File: src/rtl/rbw_scheduler.sv
`default_nettype none
// ============================================================================
//  Module   : rbw_scheduler
//  Purpose  : Two-task read-issue arbiter with a small read-before-write
//             (RBW) scoreboard. Marked reads post a notice on their address;
//             later reads of the same task/address are held off until a
//             matching write retires the notice.
//  Revision : 1.0 - initial release
// ============================================================================
module rbw_scheduler #(
  parameter int L  = 3,      // address MSB, addresses are L+1 bits
  parameter int D  = 4,      // scoreboard depth (2..8)
  parameter bit PT = 1'b1    // same-cycle matching write resolves a hazard
) (
  input  logic       clk,
  input  logic       a_rst,
  input  logic       i_req0,
  input  logic       i_req1,
  input  logic [L:0] i_radr0,
  input  logic [L:0] i_radr1,
  input  logic       i_mark0,
  input  logic       i_mark1,
  input  logic       ws,
  input  logic       w_ts,
  input  logic [L:0] ws_adr,
  output logic       o_gnt0,
  output logic       o_gnt1,
  output logic       o_haz0,
  output logic       o_haz1,
  output logic       o_full,
  output logic [3:0] o_cnt
);

  localparam int c_IDX_W = (D > 1) ? $clog2(D) : 1;

  // Scoreboard state
  logic [D-1:0] r_valid;
  logic [D-1:0] r_ts;
  logic [L:0]   r_adr [D];
  // 0: task 0 wins the next tie, 1: task 1 wins the next tie
  logic         r_rr_pri;

  logic [D-1:0]       w_clr;
  logic               w_hit0;
  logic               w_hit1;
  logic               w_elig0;
  logic               w_elig1;
  logic               w_alloc;
  logic               w_alloc_ts;
  logic [L:0]         w_alloc_adr;
  logic [c_IDX_W-1:0] w_free_idx;
  logic [3:0]         w_cnt;

  // Per-entry retire: a write by the owning task to the noted address
  generate
    for (genvar g = 0; g < D; g++) begin : g_clr
      assign w_clr[g] = r_valid[g] & ws & (r_ts[g] == w_ts) & (r_adr[g] == ws_adr);
    end
  endgenerate

  // Hazard lookup for each task; a retiring entry is ignored when passthrough is on
  always_comb begin
    w_hit0 = 1'b0;
    w_hit1 = 1'b0;
    for (int e = 0; e < D; e++) begin
      if (r_valid[e] && !(PT && w_clr[e])) begin
        if (!r_ts[e] && (r_adr[e] == i_radr0)) w_hit0 = 1'b1;
        if ( r_ts[e] && (r_adr[e] == i_radr1)) w_hit1 = 1'b1;
      end
    end
  end

  assign o_haz0 = i_req0 & w_hit0;
  assign o_haz1 = i_req1 & w_hit1;

  // Occupancy from registered valid bits only, so a freed slot shows next cycle
  always_comb begin
    w_cnt = 4'd0;
    for (int e = 0; e < D; e++) begin
      w_cnt = w_cnt + {3'b000, r_valid[e]};
    end
  end

  assign o_cnt  = w_cnt;
  assign o_full = &r_valid;

  // Eligibility and round-robin grant; marked reads need a free slot
  always_comb begin
    w_elig0 = i_req0 & ~o_haz0 & ~(i_mark0 & o_full);
    w_elig1 = i_req1 & ~o_haz1 & ~(i_mark1 & o_full);
    o_gnt0  = w_elig0 & (~w_elig1 | ~r_rr_pri);
    o_gnt1  = w_elig1 & (~w_elig0 |  r_rr_pri);
  end

  // Allocation request and lowest-index free slot
  always_comb begin
    w_alloc     = (o_gnt0 & i_mark0) | (o_gnt1 & i_mark1);
    w_alloc_ts  = o_gnt1;
    w_alloc_adr = o_gnt1 ? i_radr1 : i_radr0;
    w_free_idx  = '0;
    for (int e = D - 1; e >= 0; e--) begin
      if (!r_valid[e]) w_free_idx = c_IDX_W'(e);
    end
  end

  // Scoreboard update: retire matches, then allocate (allocated slot is never a retiring one)
  always_ff @(posedge clk or negedge a_rst) begin
    if (!a_rst) begin
      r_valid <= '0;
      r_ts    <= '0;
      for (int e = 0; e < D; e++) begin
        r_adr[e] <= '0;
      end
    end else begin
      r_valid <= r_valid & ~w_clr;
      if (w_alloc) begin
        r_valid[w_free_idx] <= 1'b1;
        r_ts[w_free_idx]    <= w_alloc_ts;
        r_adr[w_free_idx]   <= w_alloc_adr;
      end
    end
  end

  // Round-robin pointer moves to the other task after each grant
  always_ff @(posedge clk or negedge a_rst) begin
    if (!a_rst) begin
      r_rr_pri <= 1'b0;
    end else if (o_gnt0) begin
      r_rr_pri <= 1'b1;
    end else if (o_gnt1) begin
      r_rr_pri <= 1'b0;
    end
  end

endmodule
`default_nettype wire

File: config.mk
export PLATFORM = sky130hd
export DESIGN_NAME = rbw_scheduler
export DESIGN_NICKNAME = d
export VERILOG_FILES = /design/src/rtl/rbw_scheduler.sv
export SDC_FILE = /design/constraint.sdc
export NUM_CORES = 1
export LEC_CHECK = 0
export CAP_MARGIN = 0
export CORE_ASPECT_RATIO = 1.4
export CORE_UTILIZATION = 30
export DETAILED_ROUTE_END_ITERATION = 8
export SYNTH_ARGS = -nofsm -noshare
export SYNTH_HDL_FRONTEND = slang
export SYNTH_SLANG_ARGS = --single-unit
File: constraint.sdc
create_clock -name clk -period 6.1 [get_ports clk]
set_input_delay 1.83 -clock clk [delete_from_list [all_inputs] [get_ports clk]]
set_output_delay 1.83 -clock clk [all_outputs]
set_load 0.1 [all_outputs]
# Word-level counts from Yosys, hierarchy flattened
# Index checks and enable logic that the tools add are counted.
# Widths: inputs -> output; s select.
# word_totals
register_bits	25
inputBits	20
out_inout_bits	9
wordCells	122
# classes
addsub	3
magnitude_cmp	4
eq_ne	16
muxes	30
n_bitwise	38
reduce_logical	24
# ops
cell	count
$eq 4x4->1	12
$and 1x1->1	24
$mux 1	19
$bwmux 16	1
$logic_and 1x1->1	14
$mux 4	3
$demux 4 s2	1
$logic_not 1->1	8
$mux 2	4
$not 1->1	7
$add 3x1->4	1
$and 4x4->4	1
$bwmux 4	1
$eq 1x1->1	4
$not 4->4	1
$or 4x4->4	1
$reduce_and 4->1	1
$add 2x1->3	1
$ge 3x3->1 const B	1
$lt 2x3->1 const B	1
$lt 3x1->1 const B	1
$not 2->3	1
$or 1x1->1	3
$add 1x1->2	1
other kinds (3)	3

# Longest topological paths before layout
# depth
depth_word	22
mapped_depth	10
depth_no_buf	8

# Least setup slack after synthesis
# Ideal clock, no wire load.
# synth_path
kind	input port to output port
startpoint	input port ws_adr[3]
endpoint	output port o_gnt1
arrival_time_ps	4184
required_time_ps	4270
path_slack_ps	86
path_stages	6
n_path_buf	0
path_cell_list	xor2_1 nor4_1 a31oi_1 o2bb2ai_1 nand3b_1 a211oi_2
# synth_between
elab_chain_cells	18
word_cells_on_any_way	41
cone_classes	eq/ne (4); mux (14); bitwise (15); reduce/logical (8)
# synth_lines
item	line	rtl
start, declared	25	input logic [L:0] ws_adr,
$eq 4x4->1	57	assign w_clr[g] = r_valid[g] & ws & (r_ts[g] == w_ts) & (r_adr[g] == ws_adr);
$and 1x1->1	57	
$logic_not 1->1	66	if (r_valid[e] && !(PT && w_clr[e])) begin
$logic_and 1x1->1	66	
$mux 1	66	
$mux 1	67	if (!r_ts[e] && (r_adr[e] == i_radr0)) w_hit0 = 1'b1;
$mux 1	66	
$mux 1	67	
$mux 1	66	
$mux 1	67	
$mux 1	66	
$and 1x1->1	73	assign o_haz0 = i_req0 & w_hit0;
$not 1->1	89	w_elig0 = i_req0 & ~o_haz0 & ~(i_mark0 & o_full);
$and 1x1->1 (2 in a row)	89	
$not 1->1	92	o_gnt1 = w_elig1 & (~w_elig0 | r_rr_pri);
$or 1x1->1	92	
$and 1x1->1 (*)	92	
end, declared	27	output logic o_gnt1,
# Every way passes the cells marked *; elsewhere a longest branch is shown, timed or not.

# Worst setup path after layout
# layout_path
startpoint	input port ws_adr[0]
endpoint	output port o_gnt0
# layout_between
elab_chain_cells	18
word_cells_on_any_way	41
cone_classes	eq/ne (4); mux (14); bitwise (15); reduce/logical (8)
# layout_lines
item	line	rtl
$eq 4x4->1	57	
$and 1x1->1	57	
$logic_not 1->1	66	
$logic_and 1x1->1	66	
$mux 1	66	
$mux 1	68	if ( r_ts[e] && (r_adr[e] == i_radr1)) w_hit1 = 1'b1;
$mux 1	66	
$mux 1	68	
$mux 1	66	
$mux 1	68	
$mux 1	66	
$and 1x1->1	74	assign o_haz1 = i_req1 & w_hit1;
$not 1->1	90	w_elig1 = i_req1 & ~o_haz1 & ~(i_mark1 & o_full);
$and 1x1->1 (2 in a row)	90	
$not 1->1	91	o_gnt0 = w_elig0 & (~w_elig1 | ~r_rr_pri);
$or 1x1->1	91	
$and 1x1->1 (*)	91	
end, declared	26	output logic o_gnt0,
# Marks and branches as above.

==> results.sh <==
export IMPL_clock_sinks=25
export IMPL_die_area_um2=6650
export IMPL_grt_overflow_total=0
export IMPL_path_clk_slew_ns=0.09
export IMPL_antenna_found_initial=0
export IMPL_place_congestion=0.839
export IMPL_path_max_fanout=4
export IMPL_wl_um=4680
export IMPL_grt_pass1_wl_um=7650
export IMPL_drtPass1Iterations=4
export IMPL_max_slew_worst_pin_slew_ns=0.961
export IMPL_grt_pass1_vias=1501
export IMPL_finalCritPeriodShare_pct=97.2
export IMPL_cts_tree="done"
export IMPL_slew_headroom_pct=35.7
export IMPL_synth_edf_count=0
export IMPL_hold_path_class="register to register"
export IMPL_cts_setup_buffers=0
export IMPL_postSynthCellCount=188
export IMPL_initialDrtViolationCount=71
export IMPL_die_w_um=69.2
export IMPL_fmax_ghz=0.169
export IMPL_antenna_left=0
export IMPL_synthFlopType="dfrtp_1"
export IMPL_postCtsHoldBufs=0
export IMPL_drv_cap=0
export IMPL_syn_area_um2=1900
export IMPL_setup_slack_ns=0.174
export IMPL_final_max_slew_viol_count=0
export IMPL_final_nets=235
export IMPL_cts_max_level=1
export IMPL_synth_nets=212
export IMPL_via_per_inst=5.10
export IMPL_run_status="completed"
export IMPL_grt_max_degree=26
export IMPL_async_flop_share_pct=100
export IMPL_grt_use_total_pct=15.1
export IMPL_rsz0062_at_grt="no"
export IMPL_path_cells="clkdlybuf4s50_1, xor2_1, nor4_1, a31oi_1, a22o_1, nor2_1, nand3_1, nor2_1, buf_12"
export IMPL_arrival_ns=4.10
export IMPL_cpPeakStageDelay_ns=0.54
export IMPL_ys_seq_area_share_pct=33.0
export IMPL_final_core_util_pct=38.4
export IMPL_vias=1429
export IMPL_wl_per_cell_um=16.7
export IMPL_drcViolationCount=0
export IMPL_crit_required_ns=4.27
export IMPL_timing_setup_tns_ns=0
export IMPL_port_buffers=27
export IMPL_synth_seq_cells=25
export IMPL_area_growth_pct=21.2
export IMPL_rows=33
export IMPL_ctsResizeCount=0
export IMPL_startpoint_type="primary input"
export IMPL_ios=29
export IMPL_die_height_um=96.1
export IMPL_n_antenna_cell=0
export IMPL_hold_viol=0
export IMPL_slowest_stage="clkdlybuf4s50_1"
export IMPL_hold_slack_ns=0.581
export IMPL_post_route_min_period_ns=5.93
export IMPL_synth_avg_cell_area_um2=10.1
export IMPL_numCtsBuffers=3
export IMPL_initial_core_util_pct=31.7
export IMPL_setup_violations=0
export IMPL_synth_cell_types=36
export IMPL_dp_hpwl_um=3760
export IMPL_drive_gt1_share_pct=18.6
export IMPL_crit_type="primary input to output pin"
export IMPL_endpoint_kind="output pin"
export IMPL_clock_tree_buffer_depth=2
export IMPL_synth_warnings=0
export IMPL_post_place_ws_ns=0.192
export IMPL_clkLatencyLatePin_ns=0.28
export IMPL_skew_ns=0.00215
export IMPL_crit_top_cell="nor2_1"
export IMPL_core_area_um2=5990
export IMPL_cts_root_buf="clkbuf_8"
==> layout by cell type (no fill, tap or decap), types with 6 or more instances in the layout <==
master / instances
clkdlybuf4s50_1: 23
xnor2_1: 26
inv_1: 10
xor2_1: 26
nand3_1: 6
mux2_2: 17
nand2_1: 11
dfrtp_1: 25
nor3_1: 9
==> flip-flops by register name, summed over array words and instances (netlist names) <==
| signal | flops |
|---|---|
| r_rr_pri | 1 |
| r_ts | 4 |
| r_valid | 4 |
| r_adr | 16 |
==> path summary, 6_finish.rpt <==
path                                      start               endpoint  slack [ns]  depth (start not counted)
setup / recovery                      ws_adr[0]                 o_gnt0        0.17                          9
hold / removal              r_ts[0]$_DFFE_PN0P_    r_ts[0]$_DFFE_PN0P_        0.58                          1
hold reg to reg             r_ts[0]$_DFFE_PN0P_    r_ts[0]$_DFFE_PN0P_        0.58                          1
setup reg to reg           r_adr[8]$_DFFE_PN0P_  r_adr[15]$_DFFE_PN0P_        2.95                          8
max in group asynchronous                 a_rst    r_ts[1]$_DFFE_PN0P_        3.94                          2
min in group asynchronous                 a_rst  r_adr[12]$_DFFE_PN0P_        1.90                          2
==> kinds of logic after synthesis <==
family | Yosys count | share of synthesized area, %
adder cells (fa/ha/maj) | 4 | 3.03
other | 1 | 0.198
AO/OA/AOI/OAI | 14 | 6.00
XOR/XNOR | 52 | 24.0
multiplexers | 21 | 13.3
flip-flops | 25 | 33.0
AND/OR/NAND/NOR | 50 | 15.6
buffers and inverters | 21 | 4.95
==> layout make-up <==
type,count,area [µm²]
multi-input combinational,142,1180
clock buffer,4,45.0
fill,590,3690
sequential,25,626
tap,70,87.6
inverter,10,37.5
timing repair buffer,29,325
==> synthesized netlist by cell type (2+ instances only) <==
cell type / count / share of area [%]
or2_2: 3 / 0.99
nand2_1: 11 / 2.2
xnor2_1: 26 / 12
or3_1: 2 / 0.66
nor2_1: 4 / 0.79
a31oi_1: 4 / 1.3
o2bb2ai_1: 2 / 0.92
ha_1: 3 / 2.0
xor2_1: 26 / 12
nand3_1: 6 / 1.6
mux2_4: 4 / 3.2
dfrtp_1: 25 / 33
nor4_4: 2 / 2.2
inv_1: 10 / 2.0
buf_2: 3 / 0.79
o32ai_1: 2 / 0.92
nor4_1: 4 / 1.3
mux2_2: 17 / 10
nand4_1: 4 / 1.3
clkbuf_1: 6 / 1.2
nor3_1: 9 / 2.4
==> per-stage QoR <==
step / area (µm²) / cells
5_1_grt: 2300 / 280
2_1_floorplan: 1900 / 188
3_5_place_dp: 2250 / 276
3_3_place_gp: 2250 / 276
4_1_cts: 2300 / 280
6_report: 2300 / 280
==> critical path, delay by kind of cell <==
kind | cells | cell delay [ns]
AND/OR/NAND/NOR | 4 | 0.84
buffers and inverters | 2 | 0.74
XOR/XNOR | 1 | 0.21
AO/OA/AOI/OAI | 2 | 0.46
==> per-layer routing <==
metal | GRT usage (%) | wire length [µm] | up-vias
met2 | 27.5 | 2400 | 42
met1 | 16.1 | 1830 | 691
met4 | 9.52 | 219 | 0
li1 | - | - | 679
met3 | 2.93 | 237 | 17
met5 | 0 | 0 | -
Power is not shown: default switching activity piles up to over one toggle a cycle in this logic, so the estimate is an artifact.
==> RTL change (same settings) <==
Change the parameter `PT` from 1'b1 to 1'b0.
--- a/src/rtl/rbw_scheduler.sv
+++ b/src/rtl/rbw_scheduler.sv
@@ -11,5 +11,5 @@
   parameter int L  = 3,      // address MSB, addresses are L+1 bits
   parameter int D  = 4,      // scoreboard depth (2..8)
-  parameter bit PT = 1'b1    // same-cycle matching write resolves a hazard
+  parameter bit PT = 1'b0    // same-cycle matching write resolves a hazard
 ) (
   input  logic       clk,
Formal check against the unedited RTL: not equivalent (Yosys sat finds a counterexample within 4 cycles, from zero or initial values and one cycle with a_rst low).
==> RTL change against the unedited design <==
Cell count decreased by 0.36%. Sequential cell count unchanged. Setup slack improved by 260 ps. Critical path type unchanged. Count of clock-buffer cells in the layout decreased by 1. Wire length decreased by 2.0%. Cell area increased by 0.87%. Area after synthesis decreased by 0.20%.
==> RTL change: results (changes against the unedited design) <==
{| class="wikitable"
! Metric !! Value
|-
| Sequential portion of the cell area || 0.270 (-0.00235)
|-
| Register area share after synthesis || 0.330 (+0.000654)
|-
| Post-synthesis cell type count || 39 (+8.3%)
|-
| Delay of the slowest critical-path stage || 610 ps (+70 ps)
|-
| Post-route design area || 2320 sq um (+0.87%)
|-
| Cell Count Post-Placement || 275 (-0.36%)
|-
| Worst hold start || r_rr_pri
|-
| Reg2Reg Capture Point || r_adr[6]
|-
| Post-layout minimum cycle time || 5670 ps (-257 ps)
|-
| Post-detailed-placement half-perimeter wirelength || 3670 microns (-2.4%)
|-
| Status || completed
|-
| Flop2flop setup slack || 3650 ps (+700 ps)
|-
| Fill cell count || 580 (-1.7%)
|-
| Worst-path clk slew || 90 ps (about the same)
|-
| Via density per instance || 5.10 (-0.13%)
|-
| Layout multi-input combinational cell count || 137 (-3.5%)
|-
| Total wire length after detailed routing || 4590 microns (-2.0%)
|-
| Net count after synthesis || 208 (-1.9%)
|-
| Crit path to || o_gnt1
|-
| Biggest area contributors in the synthesized netlist || dfrtp_1 (33%), xor2_1 (13%), xnor2_1 (9.7%), mux2_2 (9.5%), mux2_4 (3.2%)
|-
| Worst hold-check path type || register to register
|-
| Buffer share of cell area || 0.140 (-0.00122)
|-
| Inverters excl. clock || 14 (+4)
|-
| Area post-placement || 2270 sq um (+0.72%)
|-
| Maximum VDD drop || 0.385 mV
|-
| Detailed router's first-iteration violation count || 41 (-42%)
|-
| Critical path launch point || i_radr0[2]
|-
| CP Data Arrival Time || 3840 ps (-260 ps)
|-
| Most instantiated cells after synthesis || xor2_1 (28), dfrtp_1 (25), xnor2_1 (21)
|-
| Post-route worst hold slack || 625 ps (+43.6 ps)
|-
| Tightest slew margin relative to the limit || 0.359 (+0.00148)
|-
| Vias in the first global route || 1449 (-3.5%)
|-
| Clock network contribution to total cell area || 0.0210 (+0.00145)
|-
| Adder-cell share of the synthesized area || 0.0370 (+0.00667)
|-
| Clock buffer count || 3 (-1)
|-
| Top Family by Delay on Critical Path || buffers and inverters
|-
| Highest fanout seen on the critical path || 5 (+1)
|-
| Sink of the worst hold path || r_rr_pri
|-
| Routed wire length per instance || 16.4 microns (-1.6%)
|-
| Fraction of standard cell area in multi-input logic || 0.508 (-0.00388)
|-
| Area share of xor/xnor cells in the synthesized design || 0.227 (-0.0134)
|-
| Layout cells sized above 1 || 0.196 (+0.0105)
|-
| Worst slack after detailed placement || 423 ps (+231 ps)
|-
| All-layer global routing usage || 0.147 (-0.00375)
|-
| Compound-gate portion of the synthesized area || 0.0707 (+0.0107)
|-
| Routability-driven placement congestion ratio || 0.887 (+5.7%)
|-
| 1st-pass router iterations || 6 (+2)
|-
| Hold path depth || 2 (+1)
|-
| Final clock skew || 4.25 ps (+2.11 ps)
|-
| Largest net degree at the start of global routing || 26 (unchanged)
|-
| First-pass GRT wire length || 7410 microns (-3.1%)
|}
## RTL change: cell types whose count changed in the layout (fill, tap and decap cells not counted), sizes merged, moves of 3 or more
cell   before  now
a22o        1    4
a31oi       4    0
and3        1    4
inv        10   14
nand3       6    9
nor3       10    4
o21ai       1    4
or2         3    0
xnor2      26   21
## RTL change: tightest hold or removal path: cells and delay by family, from the launching register on
family	cells	cell delay, ps
buf+inv	1	90
flops	1	430
compound gates	1	70
## RTL change: layer usage
| metal | vias to the layer above | global-route usage | wire length, microns |
|---|---|---|---|
| met5 | - | 0 | 0 |
| met2 | 38 | 0.273 | 2440 |
| met4 | 0 | 0.0782 | 134 |
| li1 | 678 | - | - |
| met3 | 10 | 0.0157 | 146 |
| met1 | 696 | 0.167 | 1870 |
## RTL change: power by group
part           internal [W]  switching, W
clock             0.0000465     0.0000575
combinational      0.000346      0.000554
sequential         0.000245      0.000139
total              0.000638      0.000750
